## src/rtl/st7066u_update_arbiter_if.sv

```systemverilog
// Handshake bundle between the update-event sources / LCD controller and the
// ST7066U update arbiter.
interface st7066u_update_arbiter_if #(
    parameter int N_SRC = 4
);
    localparam int SW = (N_SRC > 1) ? $clog2(N_SRC) : 1;

    logic [N_SRC-1:0] i_src_pulse;
    logic             i_wr;
    logic             i_ena;
    logic             i_clr_ovr;
    logic             o_update_pulse;
    logic [SW-1:0]    o_src_id;
    logic [N_SRC-1:0] o_pending;
    logic             o_overrun;

    modport master (
        output i_src_pulse, i_wr, i_ena, i_clr_ovr,
        input  o_update_pulse, o_src_id, o_pending, o_overrun
    );

    modport slave (
        input  i_src_pulse, i_wr, i_ena, i_clr_ovr,
        output o_update_pulse, o_src_id, o_pending, o_overrun
    );
endinterface

```

## src/rtl/st7066u_update_arbiter.sv

```systemverilog
// ST7066U update arbiter: coalesces one-cycle update events from several
// sources into a single held request towards the LCD controller, enforces a
// holdoff after each acknowledge and flags events lost by coalescing.
//
// state  | meaning
// S_IDLE | free; any event (pending or new) is captured into a request
// S_REQ  | request held, waiting for the controller acknowledge
// S_HOLD | post-acknowledge holdoff, counter runs down to 0
module st7066u_update_arbiter #(
    parameter int               N_SRC     = 4,
    parameter int               HOLDOFF   = 1000,
    parameter logic [N_SRC-1:0] RUN_MASK  = N_SRC'(4'b0001),
    parameter logic [N_SRC-1:0] EDIT_MASK = N_SRC'(4'b1110)
) (
    input logic                    i_clk,
    input logic                    i_rst,
    st7066u_update_arbiter_if.slave bus
);
    localparam int SW = (N_SRC > 1) ? $clog2(N_SRC) : 1;
    localparam int CW = (HOLDOFF > 0) ? $clog2(HOLDOFF + 1) : 1;
    localparam logic [CW-1:0] CNT_LOAD = CW'((HOLDOFF > 0) ? HOLDOFF - 1 : 0);

    typedef enum logic [1:0] {S_IDLE, S_REQ, S_HOLD} state_t;

    state_t           state_q, state_d;
    logic [CW-1:0]    cnt_q, cnt_d;
    logic             req_q, req_d;
    logic [SW-1:0]    id_q, id_d;
    logic [N_SRC-1:0] pend_q, pend_d;
    logic             ovr_q, ovr_d;

    logic [N_SRC-1:0] mask;
    logic [N_SRC-1:0] hits;
    logic [N_SRC-1:0] events;
    logic [SW-1:0]    first_id;

    // Effective source mask, accepted pulses and the lowest-index event.
    always_comb begin
        mask     = bus.i_wr ? EDIT_MASK : RUN_MASK;
        hits     = bus.i_src_pulse & mask;
        events   = pend_q | hits;
        first_id = '0;
        for (int k = N_SRC - 1; k >= 0; k--) begin
            if (events[k]) first_id = SW'(k);
        end
    end

    // Next-state and next-output logic; pending bits accumulate unless consumed.
    always_comb begin
        state_d = state_q;
        cnt_d   = cnt_q;
        req_d   = req_q;
        id_d    = id_q;
        pend_d  = (pend_q | hits) & mask;
        // A pulse landing on an already-pending bit is merged and lost; set beats clear.
        ovr_d   = (ovr_q & ~bus.i_clr_ovr) | (|(hits & pend_q));
        case (state_q)
            S_IDLE: begin
                req_d = 1'b0;
                if (|events) begin
                    state_d = S_REQ;
                    req_d   = 1'b1;
                    id_d    = first_id;
                    pend_d  = '0;
                end
            end
            S_REQ: begin
                if (bus.i_ena) begin
                    req_d = 1'b0;
                    if (HOLDOFF == 0) begin
                        state_d = S_IDLE;
                    end else begin
                        state_d = S_HOLD;
                        cnt_d   = CNT_LOAD;
                    end
                end
            end
            S_HOLD: begin
                if (cnt_q == '0) state_d = S_IDLE;
                else             cnt_d   = cnt_q - CW'(1);
            end
            default: begin
                state_d = S_IDLE;
                req_d   = 1'b0;
            end
        endcase
    end

    // State and output registers with synchronous reset.
    always_ff @(posedge i_clk) begin
        if (i_rst) begin
            state_q <= S_IDLE;
            cnt_q   <= '0;
            req_q   <= 1'b0;
            id_q    <= '0;
            pend_q  <= '0;
            ovr_q   <= 1'b0;
        end else begin
            state_q <= state_d;
            cnt_q   <= cnt_d;
            req_q   <= req_d;
            id_q    <= id_d;
            pend_q  <= pend_d;
            ovr_q   <= ovr_d;
        end
    end

    assign bus.o_update_pulse = req_q;
    assign bus.o_src_id       = id_q;
    assign bus.o_pending      = pend_q;
    assign bus.o_overrun      = ovr_q;
endmodule

```

## src/flat_wrapper.sv

```systemverilog
// flat-port wrapper written by rule: the top's interface ports become plain ports
module st7066u_update_arbiter_flat 
#(
    parameter int               N_SRC     = 4,
    parameter int               HOLDOFF   = 1000,
    parameter logic [N_SRC-1:0] RUN_MASK  = N_SRC'(4'b0001),
    parameter logic [N_SRC-1:0] EDIT_MASK = N_SRC'(4'b1110)
)
  (i_clk, i_rst, bus_i_src_pulse, bus_i_wr, bus_i_ena, bus_i_clr_ovr, bus_o_update_pulse, bus_o_src_id, bus_o_pending, bus_o_overrun);
  st7066u_update_arbiter_if #(.N_SRC(N_SRC)) bus_i ();
  input logic i_clk;
  input logic i_rst;
  input wire logic [$bits(bus_i.i_src_pulse)-1:0] bus_i_src_pulse;
  input wire logic [$bits(bus_i.i_wr)-1:0] bus_i_wr;
  input wire logic [$bits(bus_i.i_ena)-1:0] bus_i_ena;
  input wire logic [$bits(bus_i.i_clr_ovr)-1:0] bus_i_clr_ovr;
  output wire logic [$bits(bus_i.o_update_pulse)-1:0] bus_o_update_pulse;
  output wire logic [$bits(bus_i.o_src_id)-1:0] bus_o_src_id;
  output wire logic [$bits(bus_i.o_pending)-1:0] bus_o_pending;
  output wire logic [$bits(bus_i.o_overrun)-1:0] bus_o_overrun;
  assign bus_i.i_src_pulse = bus_i_src_pulse;
  assign bus_i.i_wr = bus_i_wr;
  assign bus_i.i_ena = bus_i_ena;
  assign bus_i.i_clr_ovr = bus_i_clr_ovr;
  assign bus_o_update_pulse = bus_i.o_update_pulse;
  assign bus_o_src_id = bus_i.o_src_id;
  assign bus_o_pending = bus_i.o_pending;
  assign bus_o_overrun = bus_i.o_overrun;
  st7066u_update_arbiter #(.N_SRC(N_SRC), .HOLDOFF(HOLDOFF), .RUN_MASK(RUN_MASK), .EDIT_MASK(EDIT_MASK)) u_core (.i_clk(i_clk), .i_rst(i_rst), .bus(bus_i));
endmodule
```

## config.mk

```make
export PLATFORM = sky130hd
export DESIGN_NAME = st7066u_update_arbiter_flat
export DESIGN_NICKNAME = d
export VERILOG_FILES = /design/src/rtl/st7066u_update_arbiter_if.sv /design/src/rtl/st7066u_update_arbiter.sv /design/src/flat_wrapper.sv
export SDC_FILE = /design/constraint.sdc
export NUM_CORES = 1
export LEC_CHECK = 0
export CAP_MARGIN = 0
export CORE_UTILIZATION = 25
export CTS_CLUSTER_DIAMETER = 120
export DETAILED_ROUTE_END_ITERATION = 16
export PLACE_DENSITY = 0.46
export SETUP_SLACK_MARGIN = 0.4
export SYNTH_ARGS = -nofsm -noshare
export SYNTH_HDL_FRONTEND = slang
export SYNTH_SLANG_ARGS = --single-unit
```

## constraint.sdc

```tcl
create_clock -name i_clk -period 1.9 [get_ports i_clk]
set_input_delay 0.57 -clock i_clk [delete_from_list [all_inputs] [get_ports i_clk]]
set_output_delay 0.57 -clock i_clk [all_outputs]
set_load 0.1 [all_outputs]
```

Word-level counts from Yosys, hierarchy flattened. Cells that the tools add are included.

Add/subtract/negate cells: 1. Bitwise operators: 8. Multiplexer cells: 17. Reduce and logical (&&, ||, !) cells: 9. Eq/ne operators: 6.

Operator list (count): two-way mux 10 bit (2); case mux 10 bit (2 select lines) (1); two-way mux 2 bit (7); bitwise AND 4 bit (3); two-way mux 4 bit (3); zero test 10 bit (1); subtractor 10 x 1 -> 10 bit, second input constant (1); OR reduction 4 bit (2); case mux 2 bit (3 select lines) (1); AND reduction 3 bit (2); != test 2 x 1 -> 1 bit, second input constant (2); != test 2 bit, second input constant (2); OR 4 bit (1); AND reduction 2 bit (2); case mux 1 bit (3 select lines) (1); equality test 2 x 1 -> 1 bit, second input constant (1); equality test 2 bit, second input constant (1); zero test 2 bit (1); two-way mux 1 bit (2); NOT 1 bit (2); nonzero test 2 bit (1); bitwise AND 1 bit (1); OR 1 bit (1).

Output and inout bits: 8. Word-level logic and storage cells: 47. Input bits: 9. Register bits after elaboration: 20.

Logic depth before layout (Yosys ltp).
Depth after elaboration: 7. Gate-level depth with buffers: 6. Mapped depth without buffers: 6.

Least setup slack after synthesis. OpenSTA, ideal clock, no wires.

Path type: reg2reg. Start point: register u_core.cnt_q[0]. End point: register u_core.cnt_q[8]. Clock period less this slack: 1.653 ns. Data arrival time: 1.565 ns. Data required time: 1.812 ns. Setup slack: 0.247 ns. Path buffers: 0. Setup time: 0.088 ns. Cell stages (with the launch flop): 7. Cell sequence: dfxtp_1 > inv_1 > ha_1 > or3b_4 > a211oi_4 > a211oi_1 > nor4_2.

Word-level cells in the longest chain between the ends: 3. Elaborated cells between the ends (all ways): 6. Classes of those cells: 1 x add/sub; 1 x eq/ne; 2 x mux; 2 x reduce/logical.

Ends and longest elaborated chain: start, declared (RTL line st7066u_update_arbiter.sv:26) `logic [CW-1:0] cnt_q, cnt_d;`; start signal, assigned (RTL line st7066u_update_arbiter.sv:100) `cnt_q <= cnt_d;`; subtractor 10 x 1 -> 10 bit or zero test 10 bit (tied branches) (RTL line st7066u_update_arbiter.sv:80, st7066u_update_arbiter.sv:79); two-way mux 10 bit or != test 2 bit (tied branches); case mux 10 bit (2 select lines) or AND reduction 3 bit (tied branches).

Several ways; a longest one is shown, not always the timed one. The select of a mux whose other input is x is not followed. A chain may end at the register's enable or synchronous reset.

Worst setup path in the final report.
Start point: register u_core.cnt_q[0]. End point: register u_core.cnt_q[4].

The elaborated chain is that of the path after synthesis.

==> flow_summary.yaml <==
critical_path:
  critPathLaunchType: "register"
  critPathMaxFanout: 5
  r2r-end: "u_core.cnt_q[4]$_SDFFE_PP0P_"
  cp.arrival_ps: 1850
  worstPathBufferInverterCount: 2
  timing.critical_path.slowest_stage_cell: "or3b_4"
  timing.critical_path.max_delay_family: "simple AND/OR/NAND/NOR gates"
  r2r.worst_path.cells: 7
  critical_path.cell_chain: "inv_2, ha_4, or3b_4, a211oi_4, buf_4, xnor2_2, nor3_2"
  r2r-start: "u_core.cnt_q[0]$_SDFFE_PP0P_"
  crit_path_end_kind: "register"
  slowest_stage_delay_cp_ps: 390
  cp.required_ps: 2090
  timing_worst_setup_path_type: "reg2reg"
  setup.reg_to_reg.worst_slack_ps: 240
clock_network:
  max-clock-path-buffers: 2
  cts_root_buffer: "clkbuf_8"
  ctsHoldBuffers: 0
  cts-buffers-inserted: 3
  path_clk_slew_ps: 80
  insertion_delay_ps: 260
  tritoncts: "yes"
  cts_max_level: 1
  count_of_clock_tree_sinks: 20
timing:
  postLayoutSetupSlackWorst_ps: 245
  hold_slack_ps: 467
  ratio_of_final_minimum_period_to_clock_period: 0.871
  max_freq_mhz: 604
  timing_max_transition_violations_final: 0
  max-slew-margin-rel: 0.657
  fin_skew_ps: 7.39
  setup_viol: 0
  final_period_minus_worst_setup_slack_ps: 1660
  tightest_slew_ps: 512
  report.final.hold_viol_count: 0
  rsz0062_at_grt: "yes"
route:
  number_of_antenna_violating_nets_in_the_routed_design: 0
  firstDrtPassIters: 4
  postRouteWirelength_um: 2670
  drc: 0
  avgRoutedWirePerCell_um: 13.0
  dr_vias: 1055
  vias_per_cell: 5.12
  drt-initial-drc-count: 47
synth:
  synth.lib_cells_used.distinct: 40
  synthesis.area_per_instance_um2: 8.36
  syn_inst: 126
  yosysWarningCount: 0
  synth_ff_type: "dfxtp_1"
  yosys_register_bits: 20
  synth.yosys.seq_area_share: 0.380
  syn-cell-area_mm2: 0.00105
  synth-async-reset-ratio: 0
  synth-edff-count: 0
  synthesis.nets: 136
place:
  placed_cells: 198
  place_hpwl_um: 1940
  placement.io_buffers: 16
  place.gp.congestion: 0.901
  dpl_worst_slack_ps: -56.6
grt:
  grt_use_total: 0.132
  number_of_antenna_violations_at_the_first_check_in_global_routing: 0
  grt_pass1_vias: 960
  grt_start_max_net_pins: 13
  grt.overflow.total: 0
  first_pass_grt_wire_length_um: 4520
final_layout:
  combined_area_of_the_multi_input_logic_cells_um2: 664
  final_layout_size_suffix_gt1_frac: 0.314
  final_net_count: 167
  num-fill-cells: 415
  n_antenna_cell: 0
  layout-area-overhead-vs-synth_pct: 50.7
  final_cells: 206
  final_cell_mix: "nor2_1, buf_4, dfxtp_1"
  regArea_um2: 410
outcome:
  run_status: "complete, no violations"
power:
  p_per_area_mw_per_mm2: 928
  leakage_nw: 0.643
  report.power.total_w: 0.00147
  vdd_ir_drop_max_uv: 380
hold_path:
  worstHoldEndpoint: "u_core.cnt_q[0]$_SDFFE_PP0P_"
  worst_min_delay_path_category: "reg2reg"
  worst_hold_startpoint: "u_core.cnt_q[0]$_SDFFE_PP0P_"
  hold_path_depth: 1
floorplanning:
  floorplan.die_area_mm2: 0.00448
  placeableCoreArea_mm2: 0.00403
  initial_utilization: 0.261
  floorplan.rows: 23
  die_h_um: 66.9
  boundaryPins: 17
  fp.dieW_um: 66.9
job:
  drv.max_cap_violation_count: 0
## power breakdown
part	leakage [nW]	total [W]	internal (W)	switching (W)
sequential	0.167	0.000526	0.000465	0.0000614
clock	0.0357	0.000432	0.000281	0.000151
combinational	0.441	0.000516	0.000224	0.000292
total	0.643	0.00147	0.000970	0.000504
## sequential cells by signal, summed over array words and instances (netlist names)
| register | cells |
|---|---|
| u_core.state_q | 2 |
| u_core.bus.o_src_id | 2 |
| u_core.bus.o_pending | 4 |
| u_core.bus.o_update_pulse | 1 |
| u_core.bus.o_overrun | 1 |
| u_core.cnt_q | 10 |
## cell type report
class,instances,area share
well taps,50,0.0394
inverters,6,0.0142
clock inverters,1,0.0189
flip-flops and latches,20,0.258
multi-input cells,95,0.418
repair buffers,31,0.225
clock buffers,3,0.0260
## synthesized netlist by cell type (3+ instances only)
cell type	n	share of area
o21ai_0	5	0.024
inv_1	6	0.021
clkbuf_1	3	0.011
mux2i_1	3	0.029
nor2_1	15	0.053
nor3_1	8	0.038
dfxtp_1	20	0.38
nand2b_1	5	0.030
nand2_1	8	0.029
a211oi_1	7	0.050
a21oi_1	10	0.048
## repair_timing
item / CTS / global route
endpoints found under the setup margin: 14 / 16
buffers inserted: 2 / 2
gates resized for setup: 7 / 12
pin swaps: 5 / 5
## layer usage
layer / vias to the layer above / wire length (µm) / global-route usage
met5: - / 0 / 0
met4: 0 / 10 / 0.0239
met3: 2 / 113 / 0.0377
met2: 21 / 1200 / 0.203
met1: 509 / 1350 / 0.183
li1: 523 / - / -
## worst max-delay path by stage
stage                     depth (start not counted)                          from                                  end
after floorplan                                   6  u_core.cnt_q[1]$_SDFFE_PP0P_         u_core.cnt_q[8]$_SDFFE_PP0P_
after global placement                            5                      bus_i_wr  u_core.bus.o_src_id[0]$_SDFFE_PP0P_
after detailed placement                          5                      bus_i_wr  u_core.bus.o_src_id[0]$_SDFFE_PP0P_
after CTS                                         6  u_core.cnt_q[0]$_SDFFE_PP0P_         u_core.cnt_q[8]$_SDFFE_PP0P_
after global routing                              7  u_core.cnt_q[0]$_SDFFE_PP0P_         u_core.cnt_q[4]$_SDFFE_PP0P_
final                                             7  u_core.cnt_q[0]$_SDFFE_PP0P_         u_core.cnt_q[4]$_SDFFE_PP0P_
## logic make-up after synthesis
group | count (synthesis) | synth area share
multiplexers | 3 | 0.0285
XOR/XNOR | 2 | 0.0166
buffers and inverters | 11 | 0.0475
flip-flops | 20 | 0.380
AO/OA/AOI/OAI | 34 | 0.226
AND/OR/NAND/NOR | 55 | 0.290
adder cells (fa/ha/maj) | 1 | 0.0119
## metrics by stage
step,util,setup TNS [ps],cell area [µm²]
floorplan,-,0,1080
global placement,0.357,-23.8,1440
detailed placement,0.357,-62.7,1440
CTS,0.379,0,1530
global route,0.394,0,1590
finish,0.394,0,1590
Note: power is estimated with default switching activity, not from simulation.
